### src/rtl/vector_ctrl_pkg.sv
`default_nettype none
// ============================================================================
// Module  : vector_ctrl_pkg
// Purpose : Shared definitions for the vector merge arbiter: default widths,
//           opcode encodings, FSM state encoding and requester ids.
// Ports   : none (package)
// Revision: 1.0 - initial release
// ============================================================================
package vector_ctrl_pkg;

    localparam int A_W_DEF = 8;
    localparam int B_W_DEF = 7;
    localparam int D_W_DEF = 8;

    localparam logic [1:0] OP_LOAD = 2'b00;
    localparam logic [1:0] OP_LO   = 2'b01;
    localparam logic [1:0] OP_HI   = 2'b10;
    localparam logic [1:0] OP_CAT  = 2'b11;

    typedef enum logic [1:0] {
        ST_IDLE = 2'd0,
        ST_EXEC = 2'd1,
        ST_DONE = 2'd2
    } state_t;

    localparam logic SRC_A = 1'b0;
    localparam logic SRC_B = 1'b1;

endpackage
`default_nettype wire

### src/rtl/rr_arbiter2.sv
`default_nettype none
// ============================================================================
// Module  : rr_arbiter2
// Purpose : Two-way round-robin arbiter. On a tie the requester that was not
//           granted last wins; a lone request always wins.
// Ports   : clk, rst       - clock, synchronous active-high reset
//           req[1:0]       - bit 0 = requester A, bit 1 = requester B
//           update         - commit the current grant into the history
//           grant[1:0]     - one-hot grant (combinational)
//           last_grant     - 1 when B was granted last
// Revision: 1.0 - initial release
// ============================================================================
module rr_arbiter2 (
    input  logic       clk,
    input  logic       rst,
    input  logic [1:0] req,
    input  logic       update,
    output logic [1:0] grant,
    output logic       last_grant
);

    logic r_last_b;

    always_comb begin
        grant = req;
        if (req == 2'b11) begin
            grant = r_last_b ? 2'b01 : 2'b10;
        end
    end

    // Reset to "B granted last" so A wins the first tie.
    always_ff @(posedge clk) begin
        if (rst) begin
            r_last_b <= 1'b1;
        end else if (update && (req != 2'b00)) begin
            r_last_b <= grant[1];
        end
    end

    assign last_grant = r_last_b;

endmodule
`default_nettype wire

### src/rtl/vector_merge_arbiter.sv
`default_nettype none
// ============================================================================
// Module  : vector_merge_arbiter
// Purpose : Two requesters share one result register d. A grant in IDLE
//           latches the winner's opcode/operand; EXEC acknowledges and
//           writes d; DONE is a one-cycle cool-down before the next grant.
// Ports   : clk, rst                  - clock, synchronous active-high reset
//           a_req/a_op/a_data/a_ack   - requester A handshake and operation
//           b_req/b_op/b_data/b_ack   - requester B handshake and operation
//           d                         - shared result register
//           c                         - field view d[3:2]
//           d_upd                     - pulse in the cycle d is written
//           busy                      - high whenever not in IDLE
// Revision: 1.0 - initial release
// ============================================================================
module vector_merge_arbiter
    import vector_ctrl_pkg::*;
#(
    parameter int A_W = A_W_DEF,
    parameter int B_W = B_W_DEF,
    parameter int D_W = D_W_DEF
) (
    input  logic           clk,
    input  logic           rst,
    input  logic           a_req,
    input  logic [1:0]     a_op,
    input  logic [A_W-1:0] a_data,
    output logic           a_ack,
    input  logic           b_req,
    input  logic [1:0]     b_op,
    input  logic [B_W-1:0] b_data,
    output logic           b_ack,
    output logic [D_W-1:0] d,
    output logic [1:0]     c,
    output logic           d_upd,
    output logic           busy
);

    state_t         r_state;
    state_t         w_state_next;
    logic           r_src;
    logic [1:0]     r_op;
    logic [D_W-1:0] r_operand;
    logic [D_W-1:0] r_d;
    logic [D_W-1:0] w_d_next;
    logic [3:0]     w_hi;
    logic [1:0]     w_grant;
    logic           w_last_unused;
    logic           w_idle;
    logic           w_exec;

    assign w_idle = (r_state == ST_IDLE);

    rr_arbiter2 u_arb (
        .clk        (clk),
        .rst        (rst),
        .req        ({b_req, a_req}),
        .update     (w_idle),
        .grant      (w_grant),
        .last_grant (w_last_unused)
    );

    always_ff @(posedge clk) begin
        if (rst) begin
            r_state <= ST_IDLE;
        end else begin
            r_state <= w_state_next;
        end
    end

    always_comb begin
        w_state_next = r_state;
        case (r_state)
            ST_IDLE: if (a_req || b_req) w_state_next = ST_EXEC;
            ST_EXEC: w_state_next = ST_DONE;
            ST_DONE: w_state_next = ST_IDLE;
            default: w_state_next = ST_IDLE;
        endcase
    end

    // Operands are captured only in the grant cycle; B is zero-extended here
    // so the datapath below sees one common operand format.
    always_ff @(posedge clk) begin
        if (rst) begin
            r_src     <= SRC_A;
            r_op      <= OP_LOAD;
            r_operand <= '0;
        end else if (w_idle && (a_req || b_req)) begin
            r_src     <= w_grant[1];
            r_op      <= w_grant[1] ? b_op : a_op;
            r_operand <= w_grant[1] ? D_W'(b_data) : D_W'(a_data);
        end
    end

    // B's high nibble comes from b_data[6:3], which sits at the same bit
    // positions inside the zero-extended operand.
    always_comb begin
        w_hi     = (r_src == SRC_B) ? r_operand[6:3] : r_operand[7:4];
        w_d_next = r_d;
        case (r_op)
            OP_LOAD: w_d_next      = r_operand;
            OP_LO:   w_d_next[3:0] = r_operand[3:0];
            OP_HI:   w_d_next[7:4] = w_hi;
            default: w_d_next[7:0] = {r_operand[3:0], r_d[7:4]};
        endcase
    end

    always_ff @(posedge clk) begin
        if (rst) begin
            r_d <= '0;
        end else if (r_state == ST_EXEC) begin
            r_d <= w_d_next;
        end
    end

    // Reset aborts an EXEC in flight, so the strobes are masked by rst.
    assign w_exec = (r_state == ST_EXEC) && !rst;
    assign a_ack  = w_exec && (r_src == SRC_A);
    assign b_ack  = w_exec && (r_src == SRC_B);
    assign d_upd  = w_exec;
    assign busy   = !w_idle && !rst;
    assign d      = r_d;
    assign c      = r_d[3:2];

endmodule
`default_nettype wire

### config.mk
export PLATFORM = sky130hd
export DESIGN_NAME = vector_merge_arbiter
export DESIGN_NICKNAME = d
export VERILOG_FILES = /design/src/rtl/vector_ctrl_pkg.sv /design/src/rtl/rr_arbiter2.sv /design/src/rtl/vector_merge_arbiter.sv
export SDC_FILE = /design/constraint.sdc
export NUM_CORES = 1
export LEC_CHECK = 0
export ABC_AREA = 1
export CORE_ASPECT_RATIO = 2
export CORE_MARGIN = 4
export CORE_UTILIZATION = 35
export CTS_CLUSTER_SIZE = 20
export DETAILED_ROUTE_END_ITERATION = 16
export DONT_BUFFER_PORTS = 1
export GPL_TIMING_DRIVEN = 0
export HOLD_SLACK_MARGIN = 0.15
export PLACE_DENSITY = 0.6
export SETUP_SLACK_MARGIN = 0.1
export SYNTH_ARGS = -nofsm -noshare
export SYNTH_HDL_FRONTEND = slang
export SYNTH_HIERARCHICAL = 1
export SYNTH_SLANG_ARGS = --single-unit
export TNS_END_PERCENT = 30
### constraint.sdc
create_clock -name clk -period 1.4 [get_ports clk]
set_input_delay 0.14 -clock clk [delete_from_list [all_inputs] [get_ports clk]]
set_output_delay 0.14 -clock clk [all_outputs]
set_load 0.03 [all_outputs]
# == After elaboration in Yosys (flattened, before gate mapping) ==
# Index checks and enable logic that the tools add are counted.
# totals
ramBits,0
memories,0
reg_bits,22
mem_bits_ro,0
latchBits,0
# classes
shifts,0
mul,0
add_sub_neg,0
reduce_logical,15
bitwise_logic,3
eq_ne,5
order_cmp,0
n_div,0
muxes,9
# op_table
cell,n
$pmux 4 s3,1
$mux 2,4
$mux 8,1
$pmux 4 s2,1
$logic_and 1x1->1,6
$eq 2x1->1 const B,2
$eq 2x2->1 const B,2
$logic_not 2->1,2
$mux 4,1
$pmux 2 s2,1
$reduce_and 2->1,2
$not 1->1,3
$logic_not 1->1,2
$ne 2x2->1 const B,1
$reduce_bool 2->1,1
$reduce_or 2->1,1
$logic_or 1x1->1,1

# == Depth between registers and ports, before layout ==
# Gate-level depths: netlist of run 1.
# depth
depth_word,3
depth_mapped,7
mapped_depth_nobuf,7

# == By module ==
# Netlist of run 1, hierarchy kept.
# by_module_without_submodules
module,area_per_inst_um2,n_inst,cells_per_inst
vector_merge_arbiter,1154.9,1,185
rr_arbiter2,68.8,1,10

# == Least setup slack after synthesis of run 1 ==
# No wires, ideal clock.
# synth_timing
kind,flip-flop to output port
from,register r_state[0]
to,output a_ack
slack_ns,-0.194
path_stages_with_launch,5
arrival_ns,1.454
n_path_buf,0
cell_sequence,dfxtp_1 -> nand2_1 -> nor2_1 -> inv_1 -> nor2_1
# synth_via
elab_chain_len,3
# synth_rtl
item,line_no,text
from (decl),vector_merge_arbiter.sv:39,state_t r_state;
from (signal assigned),vector_merge_arbiter.sv:67,r_state <= w_state_next;
$eq 2x1->1,vector_merge_arbiter.sv:117,assign w_exec = (r_state == ST_EXEC) && !rst;
$logic_and 1x1->1,vector_merge_arbiter.sv:117,
via d_upd,vector_merge_arbiter.sv:35,"output logic d_upd,"
$logic_and 1x1->1,vector_merge_arbiter.sv:118,assign a_ack = w_exec && (r_src == SRC_A);
to (decl),vector_merge_arbiter.sv:28,"output logic a_ack,"
# The timed path passes the listed nets, and every way through them passes these cells.

# == Worst setup path in the final report of run 1 ==
# layout_timing
from,register r_state[1]
to,output a_ack
# The elaborated chain is that of the path after synthesis.

==> out/results.txt, run 1 <==
Total GRT Usage: 16.3%
Dpl hpwl: 2350 um
Core Region: 0.00338 mm2
Number of antenna diodes: 0
Latest clock arrival within the worst-skew pair: 260 ps
CP Capture Type: output pin
CTS tree: yes
CTS max path bufs: 2
Fin crit period: 1360 ps
Max Freq: 733 MHz
Vias in the first global route: 1331
Buffers on Ports: 0
Crit-path max FO: 2
Final #Nets: 246
Rel. slew slack: 75.9%
Run status: complete, no violations
DR DRC count: 0
Req. time, crit path: 1260 ps
Overflow after GRT: 0
Largest net degree at the start of global routing: 12
# rows: 30
Post-Syn Nets: 216
Yosys Warn Count: 6
Hold Violations, Final: 0
CP Launch Type: register
Final wirelength: 3130 um
WP data arrival: 1220 ps
Fillers: 368
M2 GR Usage: 32.1%
Synth Instances: 193
Die H: 91.2 um
Fin crit share: 97.4%
# IOs: 37
Initial antenna violation count: 0
First-pass GRT wire length: 5820 um
Dpl cells: 225
Finished Layout Cells: 253
Clk_skew: 3.04 ps
Die Span X: 49.6 um
Met1 GRT Util: 15.8%
H-Tree Depth: 1
Layout cell share with drive strength beyond 1: 16.7%
Area Growth Syn to Fin: 31.8%
DIE AREA: 0.00453 mm2
Routed wire per std cell: 12.4 um
Worst reg-to-reg setup slack: 200 ps
Vias/cell: 4.90
Leakage: 0.000782 uW
DR vias: 1240
Sink Count: 22
Final GP Congestion: 0.853
Grt met3 use: 1.81%
TritonCTS Buffers: 3
Critical path class: reg -> out
Slew Limit Fails: 0
Worst hold path type: in -> reg
Post-place setup slack: 52.3 ps
Final WS setup: 36.1 ps
Most Used Layer, Global Route: met2
Starting density of the core: 35.9%
Final setup viols: 0
TritonRoute pass-1 iters: 4
DRT iter0 DRCs: 21
Mapped cell area: 0.00121 mm2
RSZ-0062 raised after global routing: yes
Power Dens Cells: 1040 mW/mm2
Clock transition at the registers of the reported paths: 80 ps
Final antenna-violating net count: 0
Clock Root Buffer: clkbuf_8
Peak VDD IR: 0.435 mV
Synth Area per Inst: 6.28 um2
Max cap viols: 0
Actual slew at the worst max-slew pin: 362 ps
layout by cell type (no fill, tap or decap):
master	count
inv_4	1
clkinv_2	1
nor2_1	21
dfxtp_1	19
clkbuf_8	3
dlymetal6s4s_1	1
buf_4	7
buf_2	2
and2_4	1
a21oi_1	19
nand2_2	2
nand2_1	54
nand3_1	8
dlygate4sd3_1	20
nand3_2	1
inv_1	22
inv_2	4
o21ai_0	9
buf_8	1
nand2_4	1
dfxtp_2	3
o21ai_1	10
nor2_4	7
buf_6	3
nand4_1	1
power breakdown:
part	switching [uW]	internal [uW]	total, uW
Combinational	268	203	471
Clock	197	192	389
Sequential	104	695	799
flip-flops by register name, summed over array words and instances (netlist names):
register	count
r_op	2
d	8
u_arb/last_grant	1
r_src	1
r_operand	8
r_state	2
routing by layer:
layer  routed length (um)  vias up
met4                   94        0
met5                    0        -
li1                     -      657
met1                 1080      544
met3                   91        7
met2                 1870       32
critical path, cell delays in order (launching register included):
cell and delay, ps:
dfxtp_2 330, inv_2 60, nand2_4 50, nor2_4 220
inv_2 100, nor2_4 200
area by class of cell:
type                       count  area [um2]  share of cell area (%)
buffer                         9        81.3                    5.09
clock buffer                   3        41.3                    2.58
inverter                      28         109                    6.81
multi-input combinational    134         639                    40.0
sequential                    22         444                    27.8
tap                           32        40.0                    2.51
timing repair buffer          25         243                    15.2
final timing paths:
kind | from | end | cells past startpoint
setup / recovery | r_state[1]$_SDFFE_PP0P_ | a_ack | 5
hold / removal | a_data[1] | r_operand[1]$_SDFFE_PP0P_ | 4
setup reg to reg | r_state[1]$_SDFFE_PP0P_ | d[2]$_SDFFE_PP0P_ | 8
hold reg to reg | u_arb/last_grant$_SDFFE_PP1P_ | u_arb/last_grant$_SDFFE_PP1P_ | 2
metrics by stage:
stage	area (um2)	power (uW)	utilization (%)	TNS [ps]	hold slack [ps]
after floorplan	1220	1120	-	0	246
after global placement	1260	1190	37.4	0	251
after detailed placement	1260	1200	37.4	0	254
after CTS	1580	1670	46.7	-40.2	152
after global routing	1600	1780	47.3	-45.8	195
final	1600	1660	47.3	0	132
timing repair:
item                                    4_1_cts  5_1_grt
buffers inserted                              3        1
hold endpoints to repair                     12        0
endpoints found under the setup margin        4       13
hold buffers                                 21        0
gates resized for setup                      13        9
pin swaps                                     3        5
No activity file was read; power rests on OpenSTA's default activity.
==> inputs of run 2 (changes only) <==
CORE_ASPECT_RATIO = default   (was 2)
CORE_UTILIZATION = 48   (was 35)
PLACE_DENSITY = 0.74   (was 0.6)
SKIP_LAST_GASP = 1   (was default)
==> run 2 against run 1 <==
The run now ends with negative setup slack left; global-route usage grew 3.9 points; register-to-register slack got worse by 80 ps; fmax fell by 2.9%; sequential cell count stayed put; largest cell class unchanged; largest power group unchanged; highest routed layer unchanged.
==> out/results.txt, run 2 (synthesized netlist as in run 1, its figures left out) <==
TritonRoute pass-1 iters: 4
Sw frac: 35.0%
Final WS setup: -4.70 ps
Dpl cells: 221
CTS max path bufs: 2
WP data arrival: 1260 ps
CP Capture Type: output pin
Slew Limit Fails: 0
Delay-heaviest family, CP: simple AND/OR/NAND/NOR gates
H-Tree Depth: 1
Seq pwr share: 49.6%
Sink Count: 22
Hold Violations, Final: 0
Peak VDD IR: 0.688 mV
Leakage: 0.000771 uW
CP bufs+invs: 2
Number of antenna diodes: 0
Clock Root Buffer: clkbuf_4
FF-to-FF Start: u_arb/last_grant$_SDFFE_PP1P_
Fin crit period: 1400 ps
TritonCTS Buffers: 3
Combinational cell fraction of total power: 28.8%
Post-layout util: 69.2%
Die Span X: 58.3 um
Crit-path max FO: 2
Min-delay src: rst
Clock transition at the registers of the reported paths: 120 ps
CP max stage delay: 350 ps
# rows: 17
Worst hold path type: in -> reg
Finished Layout Cells: 252
Core Region: 0.00230 mm2
First-pass GRT wire length: 5180 um
Layout cell share with drive strength beyond 1: 16.1%
Final #Nets: 248
Final antenna-violating net count: 0
Run status: complete, but fails checks
CP Launch Type: register
Clk network pwr share: 21.6%
Initial antenna violation count: 0
CP startpoint: r_state[1]$_SDFFE_PP0P_
Power Dens Cells: 1020 mW/mm2
Vias/cell: 5.00
Dpl hpwl: 2060 um
CP Cell Sequence: inv_2, nand2_4, nor2_4, inv_2, nor2_4
Actual slew at the worst max-slew pin: 381 ps
Die H: 58.3 um
Overflow after GRT: 0
Buffers on Ports: 0
Fin crit share: 100%
Req. time, crit path: 1260 ps
Latest clock arrival within the worst-skew pair: 310 ps
Design Power: 1610 uW
Critical path class: reg -> out
Final wirelength: 3120 um
Total GRT Usage: 20.2%
DR vias: 1259
Slowest cell on crit path: dfxtp_2
Final GP Congestion: 0.926
DR DRC count: 0
WHS: 170 ps
Failing checks: negative setup slack
DIE AREA: 0.00339 mm2
Psw: 565 uW
Commonest non-fill, non-tap cell in the layout: nand2_1
Max Freq: 712 MHz
Clk_skew: 3.72 ps
Starting density of the core: 52.8%
CTS tree: yes
Largest net degree at the start of global routing: 13
Final setup viols: 2
Internal: 1050 uW
DRT iter0 DRCs: 31
RSZ-0062 raised after global routing: yes
Rel. slew slack: 74.5%
Most frequent cells in the layout: 54 x nand2_1, 23 x dlygate4sd3_1, 22 x inv_1, 21 x nor2_1, 20 x dfxtp_1
Max cap viols: 0
Area Growth Syn to Fin: 31.1%
Vias in the first global route: 1184
Routed wire per std cell: 12.4 um
# IOs: 37
run 2: cell count changes in the layout (fill, tap and decap cells not counted), moves of 2 or more:
cell | before | now
dlygate4sd3_1 | 20 | 23
dfxtp_2 | 3 | 1
nor2_4 | 7 | 5
clkbuf_8 | 3 | 1
o21ai_1 | 10 | 8
clkbuf_4 | 0 | 3
o21ai_0 | 9 | 11
nor2_2 | 0 | 2
run 2: layout make-up:
type                            instances  area [um2]
Sequential cell                        22         445
Timing Repair Buffer                   27         260
Buffer                                  9        75.1
Multi-Input combinational cell        134         627
Fill cell                             201         708
Inverter                               28         110
Clock buffer                            4        36.3
Tap cell                               28        35.0
run 2: routing by layer:
| metal | vias to the layer above | share of wire [%] | GRT usage (%) |
|---|---|---|---|
| met5 | - | 0 | 0 |
| met4 | 0 | 2.4 | 8.28 |
| met3 | 7 | 5.8 | 4.23 |
| met2 | 44 | 50 | 35.2 |
| met1 | 553 | 41 | 24.0 |
| li1 | 655 | - | - |
run 2: repair_timing:
item                                    in CTS  in global routing
hold endpoints to repair                    17                  0
hold buffers                                23                  0
setup buffers                                2                  2
pin swaps                                    3                  3
endpoints found under the setup margin       3                 13
gates resized for setup                      8                  4
run 2: stage by stage:
stage	setup WS, ps	instance area (um2)	setup TNS, ps
after floorplan	172	1220	0
after global placement	118	1260	0
after detailed placement	102	1260	0
after CTS	-53.1	1560	-106
after global routing	-68.4	1590	-250
final	-4.70	1590	-6.70
run 2: final timing paths:
check | endpoint | slack (ps) | cells after the start
setup / recovery | b_ack | -5 | 5
hold / removal | r_operand[0]$_SDFFE_PP0P_ | 170 | 4
setup reg to reg | r_operand[0]$_SDFFE_PP0P_ | 120 | 7
hold reg to reg | u_arb/last_grant$_SDFFE_PP1P_ | 490 | 2
run 2: power groups by stage:
stage	clock, uW	sequential [uW]	combinational, uW
final	350	800	465
after global routing	384	810	526
after CTS	350	800	444
after detailed placement	0	813	379
after global placement	0	809	368
after floorplan	0	795	323
run 2: worst register-to-register path: cells and delay by family (launching register included):
family          cells  cell delay [ps]
buf+inv             1              210
flops               1              330
compound gates      1              150
simple gates        5              500
==> inputs of run 3 (changes only) <==
CORE_MARGIN = 2   (was 4)
MAX_ROUTING_LAYER = met4   (was default)
PLACE_DENSITY = default   (was 0.74)
==> run 3 against run 2 <==
The run still ends with negative setup slack left; setup slack lost 2.3 ps; critical path depth is the same; combinational power up 2%; fmax shrank 0.16%; routed wire length is 4.1% higher.
==> out/results.txt, run 3 (synthesized netlist as in run 1, its figures left out) <==
CTS max path bufs: 2
Req. time, crit path: 1260 ps
Commonest non-fill, non-tap cell in the layout: nand2_1
DIE AREA: 0.00294 mm2
TritonCTS Buffers: 3
CTS tree: yes
CP Capture Type: output pin
Final wirelength: 3250 um
Slowest cell on crit path: dfxtp_2
Failing checks: negative setup slack
Hold Violations, Final: 0
Actual slew at the worst max-slew pin: 361 ps
Die H: 54.3 um
Clock Root Buffer: clkbuf_4
CP max stage delay: 350 ps
Die Span X: 54.3 um
Register area: 443 um2
Peak VDD IR: 0.692 mV
Vias/cell: 4.95
Fin crit period: 1410 ps
CP Launch Type: register
Buffers on Ports: 0
Clk_skew: 3.99 ps
CTS Hold Bufs: 23
Final setup viols: 3
Number of antenna diodes: 0
Overflow after GRT: 0
Crit-path max FO: 3
Leakage: 0.000768 uW
Rel. slew slack: 75.9%
Core Region: 0.00243 mm2
DR vias: 1248
Run status: complete, but fails checks
Clock transition at the registers of the reported paths: 110 ps
Post-layout util: 65.0%
Vias in the first global route: 1181
Slew Limit Fails: 0
Worst hold path type: in -> reg
Routed wire per std cell: 12.9 um
Max Freq: 711 MHz
Area taken by multi-input logic gates: 634 um2
Power Dens Cells: 985 mW/mm2
DR DRC count: 0
Sink Count: 22
# IOs: 37
WP data arrival: 1270 ps
RSZ-0062 raised after global routing: yes
Most frequent cells in the layout: 52 x nand2_1, 22 x inv_1, 22 x dlygate4sd3_1, 21 x nor2_1, 20 x dfxtp_1
Largest net degree at the start of global routing: 12
Fin crit share: 100%
First-pass GRT wire length: 5140 um
TritonRoute pass-1 iters: 4
Final #Nets: 247
Latest clock arrival within the worst-skew pair: 300 ps
Dpl hpwl: 2090 um
Area Growth Syn to Fin: 30.3%
Final antenna-violating net count: 0
Starting density of the core: 49.8%
H-Tree Depth: 1
Fillers: 214
# rows: 18
Layout cell share with drive strength beyond 1: 16.7%
Final WS setup: -6.95 ps
Design Power: 1560 uW
Max cap viols: 0
Final GP Congestion: 0.883
DRT iter0 DRCs: 32
CP Cell Sequence: inv_2, nand2_4, nor2_4, inv_2, nor2_4
Critical path class: reg -> out
Total GRT Usage: 25.2%
Initial antenna violation count: 0
[run 3: changes by cell type in the layout (fill, tap and decap cells not counted), sizes merged]
cell / previous run / this run
dlygate4sd3: 23 / 22
dlymetal6s4s: 0 / 1
clkinvlp: 1 / 2
buf: 13 / 11
clkbuf: 4 / 3
[run 3: report_power, final]
part	leakage (uW)	internal (uW)	switching (uW)	total [uW]
Sequential	0.000183	694	105	799
Combinational	0.000572	198	278	476
Clock	0.0000138	100	181	282
[run 3: worst max-delay path, delay by kind of cell (launching register included)]
kind,cells,cell delay (ps)
simple gates,3,460
flops,1,350
buf+inv,2,160
[run 3: metrics by stage]
stage	TNS [ps]	instances	area, um2	hold WS, ps	setup WS [ps]
floorplan	0	193	1220	246	172
global placement	0	223	1260	253	123
detailed placement	0	223	1260	253	88.1
CTS	-96.7	251	1550	50.1	-51.5
global route	-237	252	1580	48.0	-87.9
finish	-12.6	252	1580	51.4	-6.95
[run 3: cell type report]
type / instances / share of cell area (%)
clock buffers: 3 / 1.43
flip-flops and latches: 22 / 28.0
repair buffers: 25 / 15.7
plain buffers: 9 / 4.91
well taps: 30 / 2.38
repair inverters: 1 / 0.475
inverters: 28 / 6.97
multi-input cells: 134 / 40.1
[run 3: routing by layer]
metal  up-vias  track usage [%]  share of wire [%]
li1        656                -                  -
met1       546             30.7                 43
met2        42             44.4                 52
met3         4             2.46                4.0
met4         0             6.25               0.83
met5         -                -                  0
[run 3: path summary, 6_finish.rpt]
kind                                                    start                       endpoint  slack (ps)  cells after the start
worst max-delay path                  r_state[1]$_SDFFE_PP0P_                          a_ack          -7                      5
worst min-delay path                                      rst        r_state[0]$_SDFFE_PP0P_          50                      2
worst max register to register        r_state[1]$_SDFFE_PP0P_        r_state[1]$_SDFFE_PP0P_         110                      5
worst min register to register  u_arb/last_grant$_SDFFE_PP1P_  u_arb/last_grant$_SDFFE_PP1P_         490                      2
[run 3: timing repair]
| action | in CTS | in global routing |
|---|---|---|
| pin swaps | 2 | 6 |
| setup endpoints to repair | 3 | 14 |
| resized for setup | 9 | 12 |
| endpoints found under the hold margin | 16 | 2 |
| gates cloned | 0 | 1 |
| buffers inserted | 2 | 0 |
